===== config.mk =====
export PLATFORM = sky130hd
export DESIGN_NAME = regfile_wb_arbiter
export DESIGN_NICKNAME = d
export VERILOG_FILES = /design/src/rtl/regfile_wb_arbiter_pkg.sv /design/src/rtl/regfile_wb_arbiter_wb_fifo.sv /design/src/rtl/regfile_wb_arbiter.sv
export SDC_FILE = /design/constraint.sdc
export NUM_CORES = 1
export LEC_CHECK = 0
export ABC_AREA = 1
export CORE_AREA = 2 2 117 119
export DETAILED_ROUTE_END_ITERATION = 16
export DIE_AREA = 0 0 119 121
export PLACE_DENSITY = 0.8
export REMOVE_ABC_BUFFERS = 1
export SLEW_MARGIN = 20
export SYNTH_ARGS = -nofsm -noshare
export SYNTH_HDL_FRONTEND = slang
export SYNTH_HIERARCHICAL = 1
export SYNTH_SLANG_ARGS = --single-unit

===== constraint.sdc =====
create_clock -name clk -period 8.95 [get_ports clk]
set_input_delay 1.79 -clock clk [delete_from_list [all_inputs] [get_ports clk]]
set_output_delay 1.79 -clock clk [all_outputs]
set_load 0.02 [all_outputs]

===== src/rtl/regfile_wb_arbiter_pkg.sv =====
// Shared widths and constants for the regfile writeback arbiter.
// Optional pending-write compare is enabled with WB_PENDING_CHECK_EN.
package regfile_wb_arbiter_pkg;

  localparam int unsigned REG_AW   = 5;
  localparam int unsigned REG_DW   = 32;
  localparam int unsigned WB_DEPTH = 2;

  localparam logic RST_ENABLE   = 1'b1;
  localparam logic WRITE_ENABLE = 1'b1;

endpackage


===== src/rtl/regfile_wb_arbiter_wb_fifo.sv =====
// Per-source writeback FIFO: drops addr-0 writes, exposes head and ready.
// With WB_PENDING_CHECK_EN it also exports per-slot valid/address for hazard compare.
module regfile_wb_arbiter_wb_fifo
  import regfile_wb_arbiter_pkg::*;
#(
  parameter int unsigned DEPTH = WB_DEPTH,
  parameter int unsigned AW    = REG_AW,
  parameter int unsigned DW    = REG_DW
) (
  input  logic                      clk,
  input  logic                      rst,
  input  logic                      push_valid,
  input  logic [AW-1:0]             push_addr,
  input  logic [DW-1:0]             push_data,
  input  logic                      pop,
  output logic                      ready,
  output logic                      empty,
  output logic [AW-1:0]             head_addr,
  output logic [DW-1:0]             head_data
`ifdef WB_PENDING_CHECK_EN
  ,
  output logic [DEPTH-1:0]          entry_valid,
  output logic [DEPTH-1:0][AW-1:0]  entry_addr
`endif
);

  localparam int unsigned PW = (DEPTH > 1) ? $clog2(DEPTH) : 1;
  localparam int unsigned CW = $clog2(DEPTH + 1);

  logic [AW-1:0] mem_addr_q [DEPTH];
  logic [AW-1:0] mem_addr_d [DEPTH];
  logic [DW-1:0] mem_data_q [DEPTH];
  logic [DW-1:0] mem_data_d [DEPTH];
  logic [PW-1:0] wr_ptr_q, wr_ptr_d;
  logic [PW-1:0] rd_ptr_q, rd_ptr_d;
  logic [CW-1:0] count_q, count_d;
  logic          push_c;
  logic          pop_c;

  always_comb begin
    mem_addr_d = mem_addr_q;
    mem_data_d = mem_data_q;
    wr_ptr_d   = wr_ptr_q;
    rd_ptr_d   = rd_ptr_q;
    ready      = (rst != RST_ENABLE) && (count_q < CW'(DEPTH));
    empty      = (count_q == '0);
    head_addr  = mem_addr_q[rd_ptr_q];
    head_data  = mem_data_q[rd_ptr_q];
    // Address 0 completes the handshake but is never stored.
    push_c     = push_valid && ready && (push_addr != '0);
    pop_c      = pop && !empty;
    if (push_c) begin
      mem_addr_d[wr_ptr_q] = push_addr;
      mem_data_d[wr_ptr_q] = push_data;
      wr_ptr_d             = wr_ptr_q + PW'(1);
    end
    if (pop_c) begin
      rd_ptr_d = rd_ptr_q + PW'(1);
    end
    count_d = count_q + CW'(push_c) - CW'(pop_c);
  end

  always_ff @(posedge clk) begin
    if (rst == RST_ENABLE) begin
      wr_ptr_q <= '0;
      rd_ptr_q <= '0;
      count_q  <= '0;
    end else begin
      wr_ptr_q <= wr_ptr_d;
      rd_ptr_q <= rd_ptr_d;
      count_q  <= count_d;
    end
  end

  always_ff @(posedge clk) begin
    mem_addr_q <= mem_addr_d;
    mem_data_q <= mem_data_d;
  end

`ifdef WB_PENDING_CHECK_EN
  // A slot is live when its distance from the read pointer is below count.
  always_comb begin
    entry_valid = '0;
    entry_addr  = '0;
    for (int i = 0; i < int'(DEPTH); i++) begin
      entry_valid[i] = CW'(PW'(i) - rd_ptr_q) < count_q;
      entry_addr[i]  = mem_addr_q[i];
    end
  end
`endif

endmodule


===== src/rtl/regfile_wb_arbiter.sv =====
// Round-robin arbiter sharing the regfile write port between sources A and B.
// Define WB_PENDING_CHECK_EN to add q_addr/q_pend in-flight hazard ports.
module regfile_wb_arbiter
  import regfile_wb_arbiter_pkg::*;
#(
  parameter int unsigned DEPTH = WB_DEPTH,
  parameter int unsigned AW    = REG_AW,
  parameter int unsigned DW    = REG_DW
) (
  input  logic          clk,
  input  logic          rst,
  input  logic          a_valid,
  output logic          a_ready,
  input  logic [AW-1:0] a_addr,
  input  logic [DW-1:0] a_data,
  input  logic          b_valid,
  output logic          b_ready,
  input  logic [AW-1:0] b_addr,
  input  logic [DW-1:0] b_data,
  output logic          we,
  output logic [AW-1:0] waddr,
  output logic [DW-1:0] wdata,
  output logic          grant_b,
  output logic          idle
`ifdef WB_PENDING_CHECK_EN
  ,
  input  logic [AW-1:0] q_addr1,
  input  logic [AW-1:0] q_addr2,
  output logic          q_pend1,
  output logic          q_pend2
`endif
);

  logic          a_empty, b_empty;
  logic [AW-1:0] a_head_addr, b_head_addr;
  logic [DW-1:0] a_head_data, b_head_data;
  logic          pop_a, pop_b;
  logic          last_b_q, last_b_d;

`ifdef WB_PENDING_CHECK_EN
  logic [DEPTH-1:0]         a_entry_valid, b_entry_valid;
  logic [DEPTH-1:0][AW-1:0] a_entry_addr, b_entry_addr;
`endif

  regfile_wb_arbiter_wb_fifo #(.DEPTH(DEPTH), .AW(AW), .DW(DW)) u_fifo_a (
    .clk        (clk),
    .rst        (rst),
    .push_valid (a_valid),
    .push_addr  (a_addr),
    .push_data  (a_data),
    .pop        (pop_a),
    .ready      (a_ready),
    .empty      (a_empty),
    .head_addr  (a_head_addr),
    .head_data  (a_head_data)
`ifdef WB_PENDING_CHECK_EN
    ,
    .entry_valid(a_entry_valid),
    .entry_addr (a_entry_addr)
`endif
  );

  regfile_wb_arbiter_wb_fifo #(.DEPTH(DEPTH), .AW(AW), .DW(DW)) u_fifo_b (
    .clk        (clk),
    .rst        (rst),
    .push_valid (b_valid),
    .push_addr  (b_addr),
    .push_data  (b_data),
    .pop        (pop_b),
    .ready      (b_ready),
    .empty      (b_empty),
    .head_addr  (b_head_addr),
    .head_data  (b_head_data)
`ifdef WB_PENDING_CHECK_EN
    ,
    .entry_valid(b_entry_valid),
    .entry_addr (b_entry_addr)
`endif
  );

  // B wins a tie only when A had the previous grant.
  always_comb begin
    we       = (rst != RST_ENABLE) && (!a_empty || !b_empty);
    grant_b  = we && !b_empty && (a_empty || !last_b_q);
    waddr    = '0;
    wdata    = '0;
    idle     = (rst == RST_ENABLE) || (a_empty && b_empty);
    pop_a    = we && !grant_b;
    pop_b    = grant_b;
    last_b_d = last_b_q;
    if (we == WRITE_ENABLE) begin
      waddr    = grant_b ? b_head_addr : a_head_addr;
      wdata    = grant_b ? b_head_data : a_head_data;
      last_b_d = grant_b;
    end
  end

  always_ff @(posedge clk) begin
    if (rst == RST_ENABLE) begin
      last_b_q <= 1'b1;
    end else begin
      last_b_q <= last_b_d;
    end
  end

`ifdef WB_PENDING_CHECK_EN
  // Includes the head being written this cycle, so decode stalls one more cycle.
  always_comb begin
    q_pend1 = 1'b0;
    q_pend2 = 1'b0;
    for (int i = 0; i < int'(DEPTH); i++) begin
      if (a_entry_valid[i] && (a_entry_addr[i] == q_addr1)) q_pend1 = 1'b1;
      if (b_entry_valid[i] && (b_entry_addr[i] == q_addr1)) q_pend1 = 1'b1;
      if (a_entry_valid[i] && (a_entry_addr[i] == q_addr2)) q_pend2 = 1'b1;
      if (b_entry_valid[i] && (b_entry_addr[i] == q_addr2)) q_pend2 = 1'b1;
    end
    if (q_addr1 == '0) q_pend1 = 1'b0;
    if (q_addr2 == '0) q_pend2 = 1'b0;
  end
`endif

endmodule

; Word level (Yosys, flattened, before mapping)
; Cells that the tools add are included.
[word_totals]
elab_cells = 90
ff_bits = 157
output_inout_bits = 42
[classes]
muxes = 28
n_bitwise = 5
reduce_logical = 26
add_sub_neg = 8
magnitude_cmp = 8
[ops]
columns = cell, count
row1 = 32-bit 2-to-1 mux, 10
row2 = 64-bit bitwise mux, 2
row3 = 32-bit demux with 1-bit select, 2
row4 = 5-bit 2-to-1 mux, 10
row5 = 10-bit bitwise mux, 2
row6 = 1-bit logical AND, 15
row7 = 5-bit demux with 1-bit select, 2
row8 = 5-bit nonzero test, 2
row9 = 2-bit greater-or-equal comparator (second input constant), 4
row10 = 1-bit inverter with 2-bit output, 4
row11 = 1-bit adder (second input constant), 4
row12 = 2-bit by 1-bit adder with 2-bit output, 2
row13 = 1-bit zero test, 4
row14 = 2-bit zero test, 2
row15 = 2-bit by 1-bit < comparator with 1-bit output (second input constant), 2
row16 = 2-bit < comparator (second input constant), 2
row17 = 2-bit by 1-bit subtractor with 2-bit output, 2
row18 = 1-bit logical OR, 3
row19 = 1-bit inverter, 1

; Longest topological paths before layout
[depth]
depth_word = 10
depth_mapped = 15
depth_no_buf = 14

; Modules after synthesis
; The synthesis kept the hierarchy.
[modules_own_cells]
columns = mod, instances, cells_per_inst, area_each_um2
row1 = regfile_wb_arbiter_wb_fifo, 2, 228, 2920.3
row2 = regfile_wb_arbiter, 1, 136, 645.6

; Worst setup path before layout
; OpenSTA, ideal clock, no wires.
[synth_path]
path_kind = in2out
startpoint = input rst
endpoint = output wdata[23]
path_stages = 6
t_arrival_ps = 2465
setup_slack_ps = 4695
n_path_buf = 1
cell_sequence = nor2_2 nand2_2 inv_2 buf_2 nand2_1 nand2_1
[synth_via]
elab_chain_len = 6
[synth_rtl]
columns = item, line_no
row1 = from (decl), regfile_wb_arbiter.sv:11  ; input logic rst,
row2 = 1-bit inverter, regfile_wb_arbiter.sv:83  ; we = (rst != RST_ENABLE) && (!a_empty || !b_empty);
row3 = 1-bit logical AND, regfile_wb_arbiter.sv:83
row4 = 1-bit logical AND (2 in series), regfile_wb_arbiter.sv:84  ; grant_b = we && !b_empty && (a_empty || !last_b_q);
row5 = net grant_b, regfile_wb_arbiter.sv:23  ; output logic grant_b,
row6 = 32-bit 2-to-1 mux, regfile_wb_arbiter.sv:93  ; wdata = grant_b ? b_head_data : a_head_data;
row7 = 32-bit 2-to-1 mux, regfile_wb_arbiter.sv:91  ; if (we == WRITE_ENABLE) begin
row8 = to (decl), regfile_wb_arbiter.sv:22  ; output logic [DW-1:0] wdata,
; The timed path passes the listed nets, and every way through them passes these cells.

; Worst setup path after layout
[layout_path]
startpoint = input rst
endpoint = output wdata[13]
[layout_via]
elab_chain_len = 6
[layout_rtl]
columns = item, line_no
row1 = 1-bit inverter (*), regfile_wb_arbiter.sv:83
row2 = 1-bit logical AND (*), regfile_wb_arbiter.sv:83
row3 = 1-bit logical AND (2 in series), regfile_wb_arbiter.sv:84
row4 = 32-bit 2-to-1 mux, regfile_wb_arbiter.sv:93
row5 = 32-bit 2-to-1 mux (*), regfile_wb_arbiter.sv:91
; Every way passes the cells marked *; elsewhere a longest branch is shown, timed or not.

==> flow_summary_export.csv <==
group,metric,value,unit
yosys,muxShareOfSynthArea,0,
critical_path,end_kind,"output port",
yosys,synth_top_family_by_area,"simple AND/OR/NAND/NOR gates",
min_path,min_delay_path_depth,2,
clock_network,cts_tree,"yes",
yosys,yosys_warnings,6,
clock_network,clock_path_buffers,2,
finish,nFillCells,1030,
timing,finalCritPeriodShare,0.7296,
placed_design,place_area,7729,µm²
placed_design,gp_congestion,0.7264,
clock_network,cts_resized,0,
global_route,grt_pass1_vias,4635,
power,ir_worst_vdd,0.1305,mV
critical_path,cp_max_fo,40,
routing,dr_total_vias,4594,
power,p_leak,0.003351,µW
critical_path,critPathKind,"in2out",
power,p_per_area,220.5,nW/µm²
run_status,status,"completed",
critical_path,slowest_delay,0.80,ns
clock_network,root_buffer,"clkbuf_16",
yosys,synth_area_leader_cell,"edfxtp_1",
global_route,antenna_found_initial,0,
routing,antenna_left,0,
min_path,worstHoldPathType,"reg2reg",
run,maxCapViolCount,0,
yosys,synth_compound_area_frac,0.008295,
routing,first_iter_violations,352,
timing,min_period,6.530,ns
critical_path,worstRegToRegCells,13,
finish,design_area,8312,µm²
yosys,synthCells,592,
finish,drive_above_1_share,0.05841,
floorplan,die_width,119,µm
yosys,synth_top_area_share,0.6852,
critical_path,r2r_setup_slack,5.44,ns
placed_design,place_hpwl,8.880,mm
yosys,synthXorXnorAreaFrac,0.002701,
finish,synthToLayoutAreaGrowth,28.14,%
global_route,grt_pass1_wl,22.43,mm
clock_network,htree_levels,4,
timing,skew,0.004807,ns
clock_network,ctsHoldBuffers,0,
floorplan,initial_utilization,0.4957,
clock_network,clock_latency,0.42,ns
finish,diodes,0,
yosys,synth_seq_cells,157,
yosys,avgSynthCellArea,10.96,µm²
yosys,syn_area,6486,µm²
timing,finalHoldViolations,0,
critical_path,worstPathArrival,4.74,ns
global_route,grtUsageTotal,0.2072,
yosys,synthTopCellsByArea,"edfxtp_1 (69%), nand2_1 (18%), nand3_1 (3.2%), dfxtp_1 (2.8%), buf_6 (1.6%)",
critical_path,crit_slowest_cell,"inv_2",
critical_path,critPathLaunchType,"input pin",
global_route,grt_max_degree,41,
clock_network,cts.sinks,157,
clock_network,clkTransAtPathRegs,0.06,ns
floorplan,coreArea,13090,µm²
timing,rsz0062_at_grt,"no",
finish,nets,789,
routing,drc,0,
finish,multi_input_area,1597,µm²
finish,seqCellArea,4627,µm²
timing,slew_headroom,0.3879,
critical_path,path_cells,"clkdlybuf4s50_1 > nor2_2 > nand2_2 > inv_2 > nand2_1 > nand2_1 > clkdlybuf4s50_1",
clock_network,cts_buffers,17,
clock_network,cts_setup_buffers,0,
yosys,synth-simple-area-share,0.2240,
finish,layout_common_cells,"nand2_1 (304), edfxtp_1 (148), clkdlybuf4s50_1 (119), nand3_1 (41), inv_1 (20)",
yosys,yosysSeqAreaShare,0.7130,
timing,max_freq,153.1,MHz
placed_design,port_buffers,119,
critical_path,critical_path_required,7.16,ns
floorplan,io_pins,120,
timing,drv_slew,0,
global_route,grt_overflow,0,
yosys,ys_types,19,
routing,routed_via_density,5.133,
floorplan,fp-row-count,42,
timing,tightest_slew,0.9168,ns
timing,finalSetupViolCount,0,
routing,drt_first_pass_iters,7,
timing,setup_tns,0,ns
floorplan,fp.dieH,121,µm
yosys,synth_adder_area_share,0.007716,
routing,wl_per_cell,16.12,µm
floorplan,die_area,14400,µm²
finish,layout_commonest_cell,"nand2_1",
routing,drt-total-wl,14.43,mm
-- power by group --
group | internal (µW) | switching, µW
registers | 844 | 20.3
logic | 144 | 197
clock network | 371 | 256
total | 1360 | 473
-- kinds of logic after synthesis --
kind of cell / after synthesis
AND/OR/NAND/NOR: 368
flip-flops: 157
adder cells (fa/ha/maj): 4
AO/OA/AOI/OAI: 10
buffers and inverters: 51
XOR/XNOR: 2
-- cells in the mapped netlist --
library cell and number:
nor2_2 5, a21oi_2 1, a21oi_1 4, dfxtp_1 9, buf_2 14, nand3_1 41, edfxtp_1 148, nor2_1 15
o21ai_1 2, buf_4 3, buf_6 9, inv_1 22, xor2_1 2, nand2_1 304, inv_2 3, and2_1 2
nand2_2 1, o21ai_0 3, ha_1 4
-- area by class of cell --
type | count | area share
Clock buffer | 19 | 0.05208
Timing Repair Buffer | 122 | 0.1517
Inverter | 25 | 0.01129
Clock inverter | 12 | 0.009634
Tap cell | 176 | 0.02649
Sequential cell | 157 | 0.5567
Multi-Input combinational cell | 384 | 0.1921
-- flip-flops by register name, indices dropped and copies added, names as in the netlist --
register / count
u_fifo_b/wr_ptr_q: 1
u_fifo_a/wr_ptr_q: 1
u_fifo_a/rd_ptr_q: 1
last_b_q: 1
u_fifo_a/mem_addr_q: 10
u_fifo_a/count_q: 2
u_fifo_b/count_q: 2
u_fifo_a/mem_data_q: 64
u_fifo_b/mem_data_q: 64
u_fifo_b/mem_addr_q: 10
u_fifo_b/rd_ptr_q: 1
-- per-stage QoR --
step                      cells  hold slack (ns)  total power, µW  worst slack (ns)  utilization
final                       895           0.5020             1832             2.420       0.6352
after global routing        895           0.5527             1905             2.211       0.6352
after CTS                   892           0.5087             1833             2.423       0.6299
after detailed placement    861           0.4954             1210             2.423       0.5906
after global placement      861           0.4608             1197             2.530       0.5906
after floorplan             566           0.4474             1042             4.109            -
-- critical path, delay by kind of cell --
family | cells | cell delay (ns)
buffers and inverters | 3 | 1.98
and+or+nand+nor | 4 | 0.89
-- path summary, 6_finish.rpt --
kind                              end                 from
hold reg to reg              last_b_q             last_b_q
setup / recovery            wdata[13]                  rst
setup reg to reg  u_fifo_b/count_q[1]  u_fifo_a/count_q[1]
hold / removal               last_b_q             last_b_q
-- per-layer routing --
metal | vias up | global-route usage | wire, µm
met5 | - | 0 | 0
met1 | 2161 | 0.2501 | 5768
met3 | 26 | 0.05733 | 1212
li1 | 2185 | - | -
met4 | 0 | 0.09375 | 205
met2 | 222 | 0.3484 | 7242
No activity file was read; power rests on OpenSTA's default activity.
